`config.mk`:
```
export PLATFORM = sky130hd
export DESIGN_NAME = merge_row_seq
export DESIGN_NICKNAME = d
export VERILOG_FILES = /design/src/rtl/merge_row_seq.sv
export SDC_FILE = /design/constraint.sdc
export NUM_CORES = 1
export LEC_CHECK = 0
export CORE_MARGIN = 1.5
export CORE_UTILIZATION = 54
export CTS_CLUSTER_SIZE = 20
export DETAILED_ROUTE_END_ITERATION = 10
export GPL_TIMING_DRIVEN = 0
export PLACE_DENSITY = 0.81
export SETUP_SLACK_MARGIN = 0.3
export SYNTH_ARGS = -nofsm -noshare
export SYNTH_HDL_FRONTEND = slang
export SYNTH_SLANG_ARGS = --single-unit
```
`constraint.sdc`:
```
create_clock -name clk -period 6.6 [get_ports clk]
set_input_delay 1.98 -clock clk [delete_from_list [all_inputs] [get_ports clk]]
set_output_delay 1.98 -clock clk [all_outputs]
set_load 0.01 [all_outputs]
```
`src/rtl/merge_row_seq.sv`:
```
// Sequenced merge row: collects R beats of two sorted N-key lists and merges each slot in place with a
// registered Batcher odd-even merge, one level per clock. Optional macro SORT_DESCEND_EN selects descending order.
module merge_row_seq #(
  parameter int WIDTH = 8,
  parameter int N     = 2,
  parameter int R     = 4,
  localparam int SW   = $clog2(R + 1)
) (
  input  logic                     clk,
  input  logic                     rst,
  input  logic                     in_valid,
  output logic                     in_ready,
  input  logic [2*N*WIDTH-1:0]     inba,
  input  logic                     flush,
  output logic                     out_valid,
  input  logic                     out_ready,
  output logic [2*N*R*WIDTH-1:0]   c,
  output logic [SW-1:0]            slot_cnt
);

  localparam int L  = $clog2(2 * N);
  localparam int LW = (L > 1) ? $clog2(L) : 1;

`ifdef SORT_DESCEND_EN
  localparam logic [WIDTH-1:0] PAD_KEY = {WIDTH{1'b0}};
`else
  localparam logic [WIDTH-1:0] PAD_KEY = {WIDTH{1'b1}};
`endif

  typedef logic [2*N-1:0][WIDTH-1:0] row_t;
  typedef enum logic [1:0] {FILL = 2'd0, MERGE = 2'd1, HOLD = 2'd2} state_t;

  state_t          state_q, state_d;
  row_t [R-1:0]    slots_q, slots_d;
  logic [SW-1:0]   cnt_q, cnt_d;
  logic [LW-1:0]   level_q, level_d;
  logic            accept_s, last_s, close_s;
  logic [SW-1:0]   fill_cnt_s;

  // Level lv pairs (a, a+k), k = N>>lv, in blocks of k starting at 0 (first level) or k (later levels).
  function automatic logic in_level(input int lv, input int a, input int b);
    int k, j0;
    k  = N >> lv;
    j0 = (k == N) ? 0 : k;
    return ((b - a) == k) && (a >= j0) && (((a - j0) % (2 * k)) < k);
  endfunction

  function automatic row_t merge_level(input row_t row_in, input int lv);
    row_t             r;
    logic             swap;
    logic [WIDTH-1:0] lo, hi;
    r = row_in;
    for (int a = 0; a < 2 * N; a++) begin
      for (int b = a + 1; b < 2 * N; b++) begin
        if (in_level(lv, a, b)) begin
`ifdef SORT_DESCEND_EN
          swap = (r[a] < r[b]);
`else
          swap = (r[a] > r[b]);
`endif
          lo   = swap ? r[b] : r[a];
          hi   = swap ? r[a] : r[b];
          r[a] = lo;
          r[b] = hi;
        end
      end
    end
    return r;
  endfunction

  assign accept_s   = in_valid && (state_q == FILL);
  assign last_s     = accept_s && (cnt_q == SW'(R - 1));
  assign close_s    = (state_q == FILL) && flush && !last_s && ((cnt_q != '0) || accept_s);
  assign fill_cnt_s = cnt_q + SW'(accept_s);

  always_ff @(posedge clk or posedge rst) begin
    if (rst) state_q <= FILL;
    else     state_q <= state_d;
  end

  always_comb begin
    state_d = state_q;
    case (state_q)
      FILL:    state_d = (last_s || close_s) ? MERGE : FILL;
      MERGE:   state_d = (level_q == LW'(L - 1)) ? HOLD : MERGE;
      HOLD:    state_d = out_ready ? FILL : HOLD;
      default: state_d = FILL;
    endcase
  end

  always_comb begin
    in_ready  = (state_q == FILL);
    out_valid = (state_q == HOLD);
  end

  always_comb begin
    slots_d = slots_q;
    cnt_d   = cnt_q;
    level_d = level_q;
    case (state_q)
      FILL: begin
        level_d = '0;
        cnt_d   = fill_cnt_s;
        // Slots at or beyond the real count are padded when a short row is closed.
        for (int s = 0; s < R; s++) begin
          if (accept_s && (cnt_q == SW'(s))) slots_d[s] = inba;
          else if (close_s && (SW'(s) >= fill_cnt_s)) slots_d[s] = {2*N{PAD_KEY}};
          else slots_d[s] = slots_q[s];
        end
      end
      MERGE: begin
        level_d = (level_q == LW'(L - 1)) ? '0 : level_q + 1'b1;
        for (int lv = 0; lv < L; lv++) begin
          if (level_q == LW'(lv)) begin
            for (int s = 0; s < R; s++) slots_d[s] = merge_level(slots_q[s], lv);
          end else begin
            slots_d = slots_d;
          end
        end
      end
      HOLD:    cnt_d = out_ready ? '0 : cnt_q;
      default: begin
        cnt_d   = '0;
        level_d = '0;
      end
    endcase
  end

  always_ff @(posedge clk or posedge rst) begin
    if (rst) begin
      slots_q <= '0;
      cnt_q   <= '0;
      level_q <= '0;
    end else begin
      slots_q <= slots_d;
      cnt_q   <= cnt_d;
      level_q <= level_d;
    end
  end

  assign c        = slots_q;
  assign slot_cnt = cnt_q;

endmodule

```
# [After elaboration in Yosys (flattened, before gate mapping)]
# Cells that the tools add are included.
[totals] in_bits=37 output_inout_bits=133 elab_cells=147 regBits=134
[op_classes] n_reduce_logical=36 mux=42 n_addsub=2 bitwise_logic=1 magnitude_cmp=16 eq_ne=31
[ops] op="two-way mux 32 bit" count=8
[ops] op="case mux 128 bit (2 select lines)" count=1
[ops] op="two-way mux 8 bit" count=24
[ops] op="two-way mux 128 bit" count=1
[ops] op="> comparator 8 bit" count=12
[ops] op="AND reduction 4 bit" count=16
[ops] op="!= test 3 bit, second input constant" count=12
[ops] op="!= test 2 bit, second input constant" count=9
[ops] op="logical AND 1 bit" count=12
[ops] op="!= test 3 x 1 -> 1 bit, second input constant" count=4
[ops] op="case mux 3 bit (3 select lines)" count=1
[ops] op="equality test 3 x 2 -> 1 bit, second input constant" count=2
[ops] op="greater-or-equal comparator 1 x 3 -> 1 bit, first input constant" count=2
[ops] op="greater-or-equal comparator 2 x 3 -> 1 bit, first input constant" count=2
[ops] op="case mux 2 bit (3 select lines)" count=1
[ops] op="two-way mux 2 bit" count=2
[ops] op="adder 3 x 1 -> 3 bit" count=1
[ops] op="equality test 3 x 1 -> 1 bit, second input constant" count=1
[ops] op="zero test 3 bit" count=1
[ops] op="two-way mux 3 bit" count=1
[ops] op="nonzero test 3 bit" count=1
[ops] op="equality test 2 x 1 -> 1 bit, second input constant" count=1
[ops] op="equality test 2 bit, second input constant" count=1
[ops] op="zero test 2 bit" count=1
[ops] op="9 further kinds" count=11

# [Longest topological paths before layout]
[logic_depth] ltp_word=10 ltp_mapped=12

# [Least setup slack after synthesis]
# OpenSTA, ideal clock, no wires.
[synth_path] kind="in2reg" startpoint="input port in_valid" endpoint="register slots_q (netlist bit c[24])" stages=8 path_slack_ns=2.387 path_buffers=0 arrival_ns=4.088 t_required_ns=6.475 path_cell_list="and2_1 > ha_1 > ha_1 > xor2_1 > or4_4 > o31a_1 > a21oi_4 > mux2_4"
[synth_between] elab_chain_cells=8
[synth_lines] element="start: declaration" line_no="11" source="input logic in_valid,"
[synth_lines] element="logical AND 1 bit (*)" line_no="71" source="assign accept_s = in_valid && (state_q == FILL);"
[synth_lines] element="parallel branches: the longest is 7 deep, another holds adder 3 x 1 -> 3 bit"
[synth_lines] element="end signal: assignment" line_no="135" source="slots_q <= slots_d;"
[synth_lines] element="end: declaration" line_no="34" source="row_t [R-1:0] slots_q, slots_d;"
# Every way passes the cells marked *.
# A chain may end at the register's enable or synchronous reset.

# [Worst setup path in the final report]
# Same ends and word-level chain as after synthesis.

==> results.yml <==
grt:
  grt_pass1_wl_um: 52800
  overflow: 0
  grt_start_max_net_pins: 86
  grt_antenna_before_repair: 0
  grt_util_all_layers_pct: 38.1
  grt_pass1_vias: 9161
power:
  p_int_mw: 3.67
  p_leak_nw: 5.27
  power_frac_seq_pct: 21.5
  power_density_mw_per_mm2: 551
  ir_drop_mv: 0.283
  swShare_pct: 46.5
  clockPowerShare_pct: 15.1
  p_switching_mw: 3.18
  power.total_mw: 6.85
  p_comb_share_pct: 63.4
cts:
  postCtsSetupBuffers: 0
  cts_sinks: 134
  clk_latency_ns: 0.43
  cts_made_buffers: 17
  clk_pin_slew_ns: 0.06
  cts_tree: "done"
  cts_hold_repair.buffers: 0
  cts_root_buf: "clkbuf_16"
  clockBufferDepth: 2
  cts_resized: 0
  h-tree-depth: 4
yosys:
  yosys.cell_types.count: 58
  synthArstFlopShare_pct: 100
  syn_area_mm2: 0.00979
  synth_edf_count: 0
  netlist_instances: 1027
  synth_ff_type: "dfrtp_1"
  ys_ff_latch: 134
  syn_nets: 1162
  avgSynthCellArea_um2: 9.53
  yosysWarnings: 0
  synth-seq-area-share_pct: 34.2
drt:
  dr_total_vias: 9425
  viasPerCell: 6.47
  wl_um: 35400
  first_pass_iters: 5
  wl_per_cell_um: 24.3
  drt_iter0_markers: 1136
  drc: 0
  ant_nets: 0
outcome:
  status: "complete, no violations"
final_layout:
  nFillCells: 1384
  syn_to_final_growth_pct: 27.0
  final_cells: 1457
  final_nets: 1351
  drive_above_1_share_pct: 11.1
  antenna_cells: 0
setup_path:
  cp.required_ns: 6.92
  r2r_setup_slack_ns: 3.46
  critical_path_class: "in2reg"
  path_cells: "clkdlybuf4s50_1 > and2_1 > ha_1 > ha_1 > xor2_1 > or4_4 > o31a_1 > a21oi_4 > mux2_4"
  critPathSlowestCell: "or4_4"
  crit_path_end_kind: "register"
  crit_family: "simple AND/OR/NAND/NOR gates"
  worst-path-buf-inv: 1
  cp_common_cell: "ha_1"
  worst_ep_arrival_time_ns: 4.82
  crit_fanout: 8
  startpoint_type: "input port"
  critical_path.max_stage_delay_ns: 0.55
sta:
  fmaxAchievable_mhz: 222
  setup_viol: 0
  finClkSkew_ns: 0.00618
  fin_crit_sh_pct: 68.2
  rsz0062_at_grt: "no"
  report.final.slew_viol_count: 0
  relSlewSlack_pct: 44.2
  setup_ws_ns: 2.10
  fin_crit_ns: 4.50
  worst_slew_pin_slew_ns: 0.838
  hold_viol: 0
die:
  core-area_mm2: 0.0179
  io_pins: 170
  die-area_mm2: 0.0190
  initial_utilization_pct: 54.7
  die_h_um: 138
  rows: 49
  die_w_um: 138
hold_path:
  hp-class: "reg2reg"
place:
  dp_hpwl_um: 24800
  routabilityCongestion: 0.961
  dp_slack_ns: 1.69
  dpl.cell_count: 1426
  port-buffer-count: 169
job:
  cap_viol_max_count: 0
## worst register-to-register path, cell delays in order (launching register included)
cell and delay, ns:
dfrtp_1 0.36, buf_4 0.16, nor2_1 0.21, and2_1 0.19
ha_1 0.15, ha_1 0.25, xor2_1 0.14, or4_4 0.55
o31a_1 0.31, a21oi_4 0.37, mux2_4 0.33
## state kept, by name, summed over array words and instances, names as in the netlist
register	cells
level_q	1
slot_cnt	3
c	128
state_q	2
## cell usage after synthesis (6+ instances only)
master    number  area, µm²
o21ai_0       41        205
nor2_1       110        413
o211ai_1       9       67.6
o21bai_1      31        233
mux2_2        68        766
mux2i_1       95        951
o22ai_1       33        206
a21oi_1      120        601
dfrtp_1      134       3350
clkbuf_1      39        146
nand2_1       26       97.6
o31ai_1        6       45.0
a211oi_1      11       82.6
buf_2         10       50.1
inv_1         70        263
mux2_1        20        225
ha_1          98       1230
nor2b_1       14       87.6
nand4_1       18        113
a21oi_4        6       97.6
## worst paths after layout
| check | from | endpoint | cells past startpoint |
|---|---|---|---|
| max | in_valid | c[24] | 9 |
| min | c[3] | c[3] | 1 |
| max reg2reg | state_q[0] | c[24] | 10 |
| min reg2reg | c[3] | c[3] | 1 |
| max in group asynchronous | rst | c[120] | 3 |
| min in group asynchronous | rst | c[20] | 2 |
## placed cells by master (no fill, tap or decap), types with 3 or more instances in the layout
master | synthesis | layout
and2_1 | 3 | 3
dfrtp_1 | 134 | 134
nor3_1 | 4 | 4
ha_1 | 98 | 98
nand2b_1 | 4 | 4
o211ai_1 | 9 | 9
nand4_1 | 18 | 18
a211o_1 | 3 | 3
a21o_1 | 3 | 3
mux2_1 | 20 | 20
buf_2 | 10 | 10
clkbuf_16 | 0 | 17
buf_4 | 4 | 4
bufinv_16 | 0 | 4
o21bai_1 | 31 | 31
nand3_1 | 4 | 4
o31ai_1 | 6 | 6
o22ai_1 | 33 | 33
nor2_1 | 110 | 110
mux2_2 | 68 | 68
and4_1 | 3 | 3
clkbuf_1 | 39 | 39
a21oi_4 | 6 | 6
a21oi_1 | 120 | 120
nor2b_1 | 14 | 14
o21ai_0 | 41 | 41
inv_1 | 70 | 69
nand2_1 | 26 | 26
a211oi_1 | 11 | 11
a21oi_2 | 4 | 4
clkinvlp_4 | 0 | 4
mux2i_1 | 95 | 95
clkdlybuf4s50_1 | 0 | 169
## cell families (layout without fill, tap and decap cells)
family	count (synthesis)	in the layout	synth area share, %
compound gates	289	289	18.8
simple gates	197	197	9.23
mux	184	184	20.0
flops	134	134	34.2
buf+inv	124	325	5.11
fa+ha+maj	98	98	12.5
xor+xnor	1	1	0.0895
## power groups by stage
stage                     Clock (mW)  Combinational (mW)  Sequential (mW)
final                           1.03                4.34             1.47
after global routing            1.06                4.68             1.49
after CTS                       1.03                4.26             1.46
after detailed placement           0                4.19             1.47
after global placement             0                4.08             1.47
after floorplan                    0                2.76             1.45
## through the flow
step	setup TNS [ns]	utilization [%]	hold slack [ns]	area [µm²]
6_report	0	69.5	0.563	12400
4_1_cts	0	69.5	0.567	12400
3_5_place_dp	0	65.9	0.549	11800
2_1_floorplan	0	-	0.552	9790
5_1_grt	0	69.5	0.587	12400
3_3_place_gp	-142.67	65.7	0.545	11800
## per-layer routing
layer | share of wire (%) | GRT usage (%) | vias up | wire length, µm
met2 | 43 | 55.9 | 643 | 15200
li1 | - | - | 4112 | -
met3 | 12 | 11.4 | 139 | 4320
met1 | 38 | 48.4 | 4531 | 13500
met5 | 0 | 0 | - | 0
met4 | 6.5 | 25.3 | 0 | 2320
## final cells by class
class	count	area [µm²]	share of cell area [%]
Multi-Input combinational cell	769	5940	47.8
Sequential cell	134	3350	27.0
Timing Repair Buffer	170	1720	13.8
Clock buffer	19	453	3.64
Tap cell	229	287	2.30
Inverter	70	268	2.15
Buffer	54	238	1.91
Clock inverter	12	178	1.43
(Power assumes the default switching activity.)
